**config.mk**
```make
export PLATFORM = sky130hd
export DESIGN_NAME = display_capture
export DESIGN_NICKNAME = d
export VERILOG_FILES = /design/src/rtl/display_capture.sv
export SDC_FILE = /design/constraint.sdc
export NUM_CORES = 1
export LEC_CHECK = 0
export ABC_AREA = 1
export CAP_MARGIN = 10
export CORE_ASPECT_RATIO = 0.5
export CORE_MARGIN = 5
export CORE_UTILIZATION = 49
export DETAILED_ROUTE_END_ITERATION = 7
export GPL_ROUTABILITY_DRIVEN = 0
export PLACE_DENSITY = 0.74
export SLEW_MARGIN = 10
export SYNTH_ARGS = -nofsm -noshare
export SYNTH_HDL_FRONTEND = slang
export SYNTH_SLANG_ARGS = --single-unit
```
**constraint.sdc**
```tcl
create_clock -name clk -period 3.7 [get_ports clk]
set_input_delay 1.11 -clock clk [delete_from_list [all_inputs] [get_ports clk]]
set_output_delay 1.11 -clock clk [all_outputs]
set_load 0.02 [all_outputs]
```
**src/rtl/display_capture.sv**
```systemverilog
// Receive-side monitor for a 4-digit multiplexed 7-segment display: rebuilds the hex
// digits from sampled select/segment lines. Optional macro DP_CAPTURE_EN adds dp capture.
module display_capture #(
  parameter int STABLE_CYCLES  = 2,
  parameter bit SEL_ACTIVE_LOW = 1'b1
) (
  input  logic       clk,
  input  logic       reset,
  input  logic [3:0] cathode,
  input  logic [7:0] segmentin,
  output logic [3:0] digit1,
  output logic [3:0] digit2,
  output logic [3:0] digit3,
  output logic [3:0] digit4,
  output logic [3:0] valid,
  output logic       err,
`ifdef DP_CAPTURE_EN
  output logic [3:0] dp,
`endif
  output logic       frame_done
);

  localparam int CW = $clog2(STABLE_CYCLES + 1);
  localparam logic [CW-1:0] STABLE_C = CW'(STABLE_CYCLES);
`ifdef DP_CAPTURE_EN
  localparam int SEG_W = 8;
`else
  localparam int SEG_W = 7;
  logic w_unused_dp;
  assign w_unused_dp = segmentin[7];
`endif

  logic [3:0]       r_sel;
  logic [SEG_W-1:0] r_seg;
  logic [3:0]       r_prev_sel;
  logic [SEG_W-1:0] r_prev_seg;
  logic [CW-1:0]    r_count;
  logic [3:0]       r_seen;
  logic [3:0]       r_valid;
  logic             r_err;
  logic             r_frame_done;
  logic [3:0]       r_digit [4];

  logic             w_usable;
  logic             w_same;
  logic             w_capture;
  logic [CW-1:0]    w_count_next;
  logic             w_hit;
  logic [3:0]       w_value;
  logic [3:0]       w_seen_next;

  // Select lines are normalised to active-high at the input register.
  always_ff @(posedge clk) begin
    if (reset) begin
      r_sel <= 4'b0000;
      r_seg <= '1;
    end else begin
      r_sel <= SEL_ACTIVE_LOW ? ~cathode : cathode;
      r_seg <= segmentin[SEG_W-1:0];
    end
  end

  assign w_usable = $onehot(r_sel);
  assign w_same   = (r_sel == r_prev_sel) && (r_seg == r_prev_seg);

  always_comb begin
    w_count_next = '0;
    w_capture    = 1'b0;
    if (w_usable) begin
      if (!w_same) begin
        w_count_next = CW'(1);
        w_capture    = (STABLE_CYCLES == 1);
      end else if (r_count == STABLE_C) begin
        w_count_next = r_count;
      end else begin
        w_count_next = r_count + CW'(1);
        w_capture    = (w_count_next == STABLE_C);
      end
    end
  end

  always_comb begin
    w_hit   = 1'b1;
    w_value = 4'h0;
    case (r_seg[6:0])
      7'h40: w_value = 4'h0;
      7'h79: w_value = 4'h1;
      7'h24: w_value = 4'h2;
      7'h30: w_value = 4'h3;
      7'h19: w_value = 4'h4;
      7'h12: w_value = 4'h5;
      7'h02: w_value = 4'h6;
      7'h78: w_value = 4'h7;
      7'h00: w_value = 4'h8;
      7'h10: w_value = 4'h9;
      7'h08: w_value = 4'hA;
      7'h03: w_value = 4'hB;
      7'h46: w_value = 4'hC;
      7'h21: w_value = 4'hD;
      7'h06: w_value = 4'hE;
      7'h0E: w_value = 4'hF;
      default: w_hit = 1'b0;
    endcase
  end

  // r_sel is one-hot whenever a capture fires, so it doubles as the slot mask.
  assign w_seen_next = r_seen | r_sel;

  always_ff @(posedge clk) begin
    if (reset) begin
      r_prev_sel   <= 4'b0000;
      r_prev_seg   <= '1;
      r_count      <= '0;
      r_seen       <= 4'b0000;
      r_err        <= 1'b0;
      r_frame_done <= 1'b0;
    end else begin
      r_prev_sel   <= r_sel;
      r_prev_seg   <= r_seg;
      r_count      <= w_count_next;
      r_err        <= w_capture && !w_hit;
      r_frame_done <= w_capture && (w_seen_next == 4'hF);
      if (w_capture) begin
        r_seen <= (w_seen_next == 4'hF) ? 4'h0 : w_seen_next;
      end
    end
  end

  generate
    for (genvar gi = 0; gi < 4; gi++) begin : g_slot
      always_ff @(posedge clk) begin
        if (reset) begin
          r_digit[gi] <= 4'h0;
          r_valid[gi] <= 1'b0;
        end else if (w_capture && r_sel[gi]) begin
          r_valid[gi] <= w_hit;
          if (w_hit) begin
            r_digit[gi] <= w_value;
          end
        end
      end
`ifdef DP_CAPTURE_EN
      logic r_dp;
      always_ff @(posedge clk) begin
        if (reset) begin
          r_dp <= 1'b0;
        end else if (w_capture && r_sel[gi]) begin
          r_dp <= ~r_seg[7];
        end
      end
      assign dp[gi] = r_dp;
`endif
    end
  endgenerate

  assign digit1     = r_digit[0];
  assign digit2     = r_digit[1];
  assign digit3     = r_digit[2];
  assign digit4     = r_digit[3];
  assign valid      = r_valid;
  assign err        = r_err;
  assign frame_done = r_frame_done;

endmodule
```
; ---- Word-level counts from Yosys, hierarchy flattened
; Memories as Yosys holds them, arrays and structs flattened.
; Cells that the tools add are included.
[op_classes]
addsub = 4
eq_ne = 22
n_mux = 27
n_bitwise = 8
n_reduce_logical = 12
[op_table]
columns = cell, count
row1 = 4-bit case mux with 15 select lines, 1
row2 = 7-bit == test (second input constant), 4
row3 = 7-bit by 5-bit == test with 1-bit output (second input constant), 3
row4 = 7-bit by 6-bit == test with 1-bit output (second input constant), 3
row5 = 1-bit 2-to-1 mux, 21
row6 = 4-bit 2-to-1 mux, 5
row7 = 16-bit OR reduction, 1
row8 = 7-bit by 2-bit == test with 1-bit output (second input constant), 2
row9 = 7-bit by 4-bit == test with 1-bit output (second input constant), 2
row10 = 7-bit by 3-bit == test with 1-bit output (second input constant), 1
row11 = 7-bit == test, 1
row12 = 1-bit logical AND, 7
row13 = 7-bit zero test, 1
row14 = 1-bit by 1-bit adder with 2-bit output, 2
row15 = 2-bit == test (second input constant), 2
row16 = 4-bit == test, 1
row17 = 4-bit == test (second input constant), 1
row18 = 4-bit inverter, 1
row19 = 1-bit OR, 4
row20 = 4-bit OR, 1
row21 = 2-bit by 2-bit adder with 3-bit output, 1
row22 = 3-bit by 1-bit == test with 1-bit output (second input constant), 1
row23 = 3-bit OR reduction, 1
row24 = 2-bit by 1-bit adder with 2-bit output (second input constant), 1
row25 = other kinds (4), 5
[totals]
reg_bits = 34
ramBits = 16
in_bits = 14
output_inout_bits = 22
word_cells = 87
memories = 1
[mem_list]
columns = name, depth, width, rd, rd_clocked_by_memory_dff, wr, line
row1 = r_digit, 4, 4, 4, 0, 4, 42  ; logic [3:0] r_digit [4];

; ---- Longest topological paths before layout
; Gate-level depths: netlist (run 1).
[logic_depth]
depth_word = 10
ltp_mapped = 12
mapped_depth_nobuf = 12

; ---- Least setup slack after synthesis (run 1)
; OpenSTA, ideal clock, no wires.
[synth_path]
path_kind = register to register
from = register r_sel[0]
to = memory r_digit[0][0] (enable)
t_arrival_ns = 2.355
t_required_ns = 3.392
slack_ns = 1.037
stages_incl_launch_ff = 12
path_buffers = 0
cell_sequence = dfxtp_1 > inv_1 > fa_1 > inv_1 > ha_1 > ha_1 > nand3b_1 > nor2_1 > nand4_2 > nor2_1 > nand2_1 > nand2_1
[synth_lines]
columns = element, line
row1 = start: declaration, 33  ; logic [3:0] r_sel;
row2 = start signal: assignment, 58  ; r_sel <= SEL_ACTIVE_LOW ? ~cathode : cathode;
row3 = end: declaration, 42

==> run_results.csv, run 1 <==
group,metric,value,unit
clock_network,clock_sinks,50,
worst_setup_path,critPathCaptureType,"register",
worst_setup_path,crit_path_start_kind,"register",
synthesis,synth_ff_type,"dfxtp_1",
clock_network,clk_pin_slew,0.08,ns
synthesis,syn_inst,283,
synthesis,syn_nets,302,
global_routing,grt_first_pass_wirelength,8140,um
synthesis,yosysMostFrequentCell,"nand2_1",
sta,worst_pin_slew,0.773,ns
synthesis,synth_compound_area_frac,0.0171,
cells_and_area,final_area,2750,um2
sta,setup_tns,0,ns
sta,hold_viol,0,
placed_design,placed_area,2650,um2
cells_and_area,nNetsFinal,338,
sta,grt_setup_unrepaired,"no",
clock_network,clkLatencyLatePin,0.31,ns
drt,wl,4680,um
worst_setup_path,slowest_delay,0.55,ns
sta,period_share,0.823,
drt,vias_per_cell,5.07,
drt,post-route-drc-count,0,
power_and_ir_drop,clkPwrFrac,0.335,
clock_network,cts_tree,"built",
run,cap_violations,0,
floorplanning,dieWidth,106,um
synthesis,synthSimpleGateAreaFrac,0.344,
cells_and_area,antennaDiodeCount,0,
power_and_ir_drop,power.net_switching,0.248,mW
worst_hold_path,hold_path.class,"register to register",
floorplanning,dieArea,6160,um2
synthesis,ys_seq_area_frac,0.513,
synthesis,synth_commonest_cells,"73 x nand2_1, 55 x nor2_1, 35 x inv_1",
power_and_ir_drop,total_power,1.04,mW
drt,num_vias,1910,
synthesis,synth.avg_cell_area,8.00,um2
status,status,"finished, final reports clean",
floorplanning,rows,17,
placed_design,io_buffers,34,
drt,drtIter0Drc,88,
synthesis,synth_adder_area_share,0.0310,
power_and_ir_drop,peakVddDrop,0.169,mV
synthesis,ys_warn_count,0,
cells_and_area,area_growth,21.6,%
power_and_ir_drop,p_int,0.796,mW
worst_setup_path,cp_slowest_cell,"fa_1",
synthesis,synth_top_family_by_area,"simple AND/OR/NAND/NOR gates",
synthesis,syn_area,2260,um2
clock_network,numCtsBuffers,5,
global_routing,overflow,0,
floorplanning,num_io_pins,36,
global_routing,grt_max_degree,21,
synthesis,synth_xor_xnor_area_share,0.0193,
cells_and_area,drive_gt1_frac,0.0781,
synthesis,muxShareOfSynthArea,0,
clock_network,clockBufferDepth,2,
power_and_ir_drop,power.density,380,nW/um2
clock_network,ctsResizeCount,0,
global_routing,antenna_found_initial,0,
synthesis,yosys.area.top_type_share,0.301,
power_and_ir_drop,p_sw_frac,0.238,
drt,firstDrtPassIters,5,
sta,fin_worst_skew,0.00939,ns
power_and_ir_drop,seqPwrFrac,0.570,
worst_setup_path,cp_data_required_time,3.71,ns
sta,fin_crit,3.04,ns
worst_setup_path,crit_arrival,3.06,ns
global_routing,grt_pass1_vias,1793,
clock_network,holdBufCountCts,0,
floorplanning,die_y,58.1,um
synthesis,ys_seq_elements,50,
clock_network,cts_setup_buffers,0,
synthesis,async_flop_share,0,
sta,slew_viol_final,0,
global_routing,grt_use_total,0.167,
power_and_ir_drop,power_leakage,1.24,nW
synthesis,synthTopCellsByArea,"dfxtp_1 30%, edfxtp_1 21%, nand2_1 12%",
floorplanning,core_region_area,4420,um2
synthesis,synth_cell_type_count,30,
worst_setup_path,reg2reg_slack,0.66,ns
synthesis,synth-edff-count,16,
sta,max_freq,328,MHz
floorplanning,start_util,0.512,
clock_network,htreeDepth,2,
worst_setup_path,crit_fanout,7,
clock_network,cts_root_buffer,"clkbuf_8",
placed_design,dp_hpwl,3590,um
drt,ant_nets,0,
drt,routedWlPerCell,12.4,um
power_and_ir_drop,comb_power_share,0.095,
sta,setup_viol,0,
sta,relSlewSlack,0.480,
worst_setup_path,path_cells,"inv_1 -> fa_1 -> inv_1 -> ha_1 -> ha_1 -> nand3b_1 -> nor2_1 -> nand4_2 -> nor2_1 -> nand2_1 -> nand2_1",
worst_setup_path,critPathKind,"register to register",
synthesis,synth_largest_area_cell,"dfxtp_1",
==> metal layers <==
layer,vias to the layer above,global-route usage,wire length (um)
li1,955,-,-
met3,8,0.0367,406
met4,0,0.0498,56
met1,883,0.210,2010
met5,-,0,0
met2,64,0.294,2210
==> final timing paths <==
kind | cells after the start | from | end
setup / recovery | 11 | r_sel[0] | r_digit[1][1]
setup reg to reg | 11 | r_sel[0] | r_digit[1][1]
hold reg to reg | 2 | valid[3] | valid[3]
hold / removal | 2 | valid[3] | valid[3]
==> layout make-up <==
| cell class | count | area, um2 |
|---|---|---|
| sequential | 50 | 1160 |
| timing repair buffer | 35 | 348 |
| clock buffer | 7 | 97.6 |
| clock inverter | 1 | 3.75 |
| multi-input combinational | 190 | 931 |
| inverter | 37 | 139 |
| fill | 382 | 1670 |
| tap | 57 | 71.3 |
==> cells in the final DEF, fill, tap and decap left out, types with 2 or more instances in the layout <==
cell	instances
clkbuf_8	5
clkdlybuf4s50_1	34
dfxtp_1	34
edfxtp_1	16
ha_1	4
inv_1	36
inv_2	2
nand2_1	73
nand3_1	17
nand3_2	4
nand4_1	5
nor2_1	55
nor3_1	4
nor4_1	2
o2111ai_1	2
o21ai_0	2
or2_2	7
xnor2_1	4
==> critical path: cells and delay by family, from the launching register on <==
family,cells,cell delay [ns]
flops,1,0.40
simple gates,6,1.18
buf+inv,2,0.17
fa+ha+maj,3,0.99
==> power groups by stage <==
stage	sequential, mW	clock, mW	combinational (mW)
after global routing	0.598	0.382	0.114
after floorplan	0.610	0	0.0622
after detailed placement	0.608	0	0.100
final	0.595	0.350	0.0994
after global placement	0.608	0	0.0961
after CTS	0.595	0.354	0.100
==> sequential cells by signal, summed over array words and instances (netlist names) <==
register,cells
r_seg,7
r_sel,4
frame_done,1
r_prev_seg,7
r_count,2
r_seen,4
err,1
valid,4
r_digit,16
r_prev_sel,4
==> through the flow <==
step / hold WS [ns] / utilization / setup slack, ns / instances
2_1_floorplan: 0.482 / - / 1.04 / 283
6_report: 0.471 / 0.622 / 0.656 / 377
3_3_place_gp: 0.458 / 0.599 / 0.740 / 369
3_5_place_dp: 0.467 / 0.599 / 0.664 / 369
5_1_grt: 0.495 / 0.622 / 0.405 / 377
4_1_cts: 0.477 / 0.622 / 0.650 / 377
==> logic make-up after synthesis <==
group | Yosys count
AND/OR/NAND/NOR | 174
flip-flops | 50
buffers and inverters | 43
AO/OA/AOI/OAI | 6
XOR/XNOR | 5
adder cells (fa/ha/maj) | 5
(Power assumes the default switching activity.)
==> inputs of run 2 (changes only) <==
CORE_UTILIZATION = 48   (was 49)
PLACE_DENSITY = 0.76   (was 0.74)
clock period = 2.66 ns   (was 3.7 ns; I/O delays follow)
==> run_results.csv, run 2 (synthesized netlist as in run 1, its figures left out) <==
group,metric,value,unit
cells_and_area,regMostFlops,"r_digit",
cells_and_area,mostFrequentLayoutCell,"nand2_1",
sta,setup_viol,0,
floorplanning,dieWidth,107,um
sta,fin_ws,0.00368,ns
sta,grt_setup_unrepaired,"yes",
power_and_ir_drop,power.density,475,nW/um2
global_routing,overflow,0,
cells_and_area,final_cell_mix,"67 x nand2_1, 38 x nor2_1, 34 x clkdlybuf4s50_1, 32 x inv_1, 31 x dfxtp_1",
power_and_ir_drop,p_int,1.06,mW
worst_setup_path,critPathKind,"register to register",
sta,fin_crit,2.66,ns
floorplanning,num_io_pins,36,
power_and_ir_drop,p_sw_frac,0.254,
power_and_ir_drop,power.net_switching,0.361,mW
clock_network,numCtsBuffers,5,
clock_network,cts_root_buffer,"clkbuf_8",
cells_and_area,fillers,370,
global_routing,grt_max_degree,19,
cells_and_area,final_area,3000,um2
power_and_ir_drop,comb_power_share,0.119,
clock_network,clockBufferDepth,2,
worst_hold_path,hold_depth,2,
cells_and_area,top_regs,"r_digit x16, r_prev_seg x7, r_seg x7",
placed_design,io_buffers,34,
cells_and_area,multiInputGateArea,1070,um2
cells_and_area,largest_reg_flops,16,
worst_setup_path,crit_path_start_kind,"register",
placed_design,placed_area,2750,um2
cells_and_area,seqCellArea,1160,um2
sta,worst_pin_slew,1.41,ns
sta,max_freq,376,MHz
worst_setup_path,r2r_cells,12,
clock_network,clkLatencyLatePin,0.30,ns
power_and_ir_drop,peakVddDrop,0.219,mV
clock_network,cts_tree,"built",
drt,vias_per_cell,5.02,
clock_network,clock_sinks,50,
sta,period_share,0.999,
drt,num_vias,1968,
global_routing,grt_first_pass_wirelength,8360,um
placed_design,dp_hpwl,3880,um
cells_and_area,drive_gt1_frac,0.215,
power_and_ir_drop,clkPwrFrac,0.299,
drt,firstDrtPassIters,4,
drt,wl,5300,um
cells_and_area,area_growth,32.4,%
worst_hold_path,hold_path.class,"register to register",
drt,drtIter0Drc,140,
cells_and_area,nNetsFinal,353,
worst_setup_path,critPathCaptureType,"register",
run,cap_violations,0,
sta,hold_viol,0,
sta,holdWs,0.479,ns
global_routing,antenna_found_initial,0,
cells_and_area,antennaDiodeCount,0,
power_and_ir_drop,power_leakage,1.30,nW
sta,fin_worst_skew,0.00822,ns
status,status,"finished, final reports clean",
floorplanning,start_util,0.507,
placed_design,dp_slack,-0.0226,ns
drt,post-route-drc-count,0,
global_routing,grt_use_total,0.169,
global_routing,grt_pass1_vias,1865,
drt,ant_nets,0,
worst_setup_path,cp_data_required_time,2.83,ns
sta,relSlewSlack,0.0493,
clock_network,htreeDepth,2,
floorplanning,dieArea,6270,um2
clock_network,clk_pin_slew,0.09,ns
floorplanning,rows,17,
floorplanning,core_region_area,4470,um2
worst_setup_path,crit_fanout,6,
power_and_ir_drop,total_power,1.42,mW
floorplanning,die_y,58.6,um
drt,routedWlPerCell,13.5,um
power_and_ir_drop,seqPwrFrac,0.582,
sta,slew_viol_final,0,
worst_setup_path,crit_arrival,2.83,ns
run 2: cell types whose count changed in the layout (fill, tap and decap cells not counted), moves of 4 or more:
| cell | delta |
|---|---|
| nor2_1 | -17 |
| buf_4 | +12 |
| nor2_2 | +11 |
| nand2_1 | -6 |
| nand2_2 | +6 |
| nor2_4 | +6 |
| inv_1 | -4 |
run 2: per-stage QoR:
step                instances  TNS (ns)   util
detailed placement        382    -0.137  0.616
floorplan                 283         0      -
global route              392     -2.89  0.671
CTS                       390    -0.311  0.634
global placement          382         0  0.616
finish                    392         0  0.671
run 2: worst max-delay path, stage by stage, from the launching register on:
cell and delay [ns]:
dfxtp_2 0.34, inv_2 0.05, fa_1 0.52, inv_1 0.05, ha_2 0.18, ha_4 0.22
nand3b_1 0.22, nor2_4 0.18, nand4_4 0.22, nor2_4 0.18, buf_6 0.11, nand3_4 0.11
nor2_4 0.15
run 2: worst paths after layout:
check             startpoint             to  slack [ns]
setup / recovery    r_sel[3]  r_digit[1][2]       0.004
hold / removal      valid[3]       valid[3]        0.48
setup reg to reg    r_sel[3]  r_digit[1][2]       0.004
hold reg to reg     valid[3]       valid[3]        0.48
run 2: what timing repair did:
action / CTS / global route
hold buffers: 0 / 0
pin swaps: 0 / 9
resized for setup: 1 / 43
buffers inserted: 0 / 2
cloned: 0 / 0
setup endpoints to repair: 18 / 40
run 2: metal layers:
metal	share of wire	GRT usage
met1	0.42	0.214
met2	0.50	0.295
met3	0.062	0.0372
met4	0.019	0.0492
met5	0	0
run 2: layout make-up:
type	instances	share of cell area
Timing Repair Buffer	50	0.157
Inverter	37	0.0463
Clock buffer	6	0.0242
Sequential cell	50	0.389
Multi-Input combinational cell	190	0.357
Clock inverter	2	0.00292
Tap cell	57	0.0238
run 2: power groups by stage:
stage          logic, mW  clock network, mW  registers, mW
2_1_floorplan     0.0877                  0          0.848
6_report           0.169              0.426          0.829
3_5_place_dp       0.153                  0          0.845
5_1_grt            0.187              0.467          0.833
3_3_place_gp       0.147                  0          0.843
4_1_cts            0.154              0.430          0.828
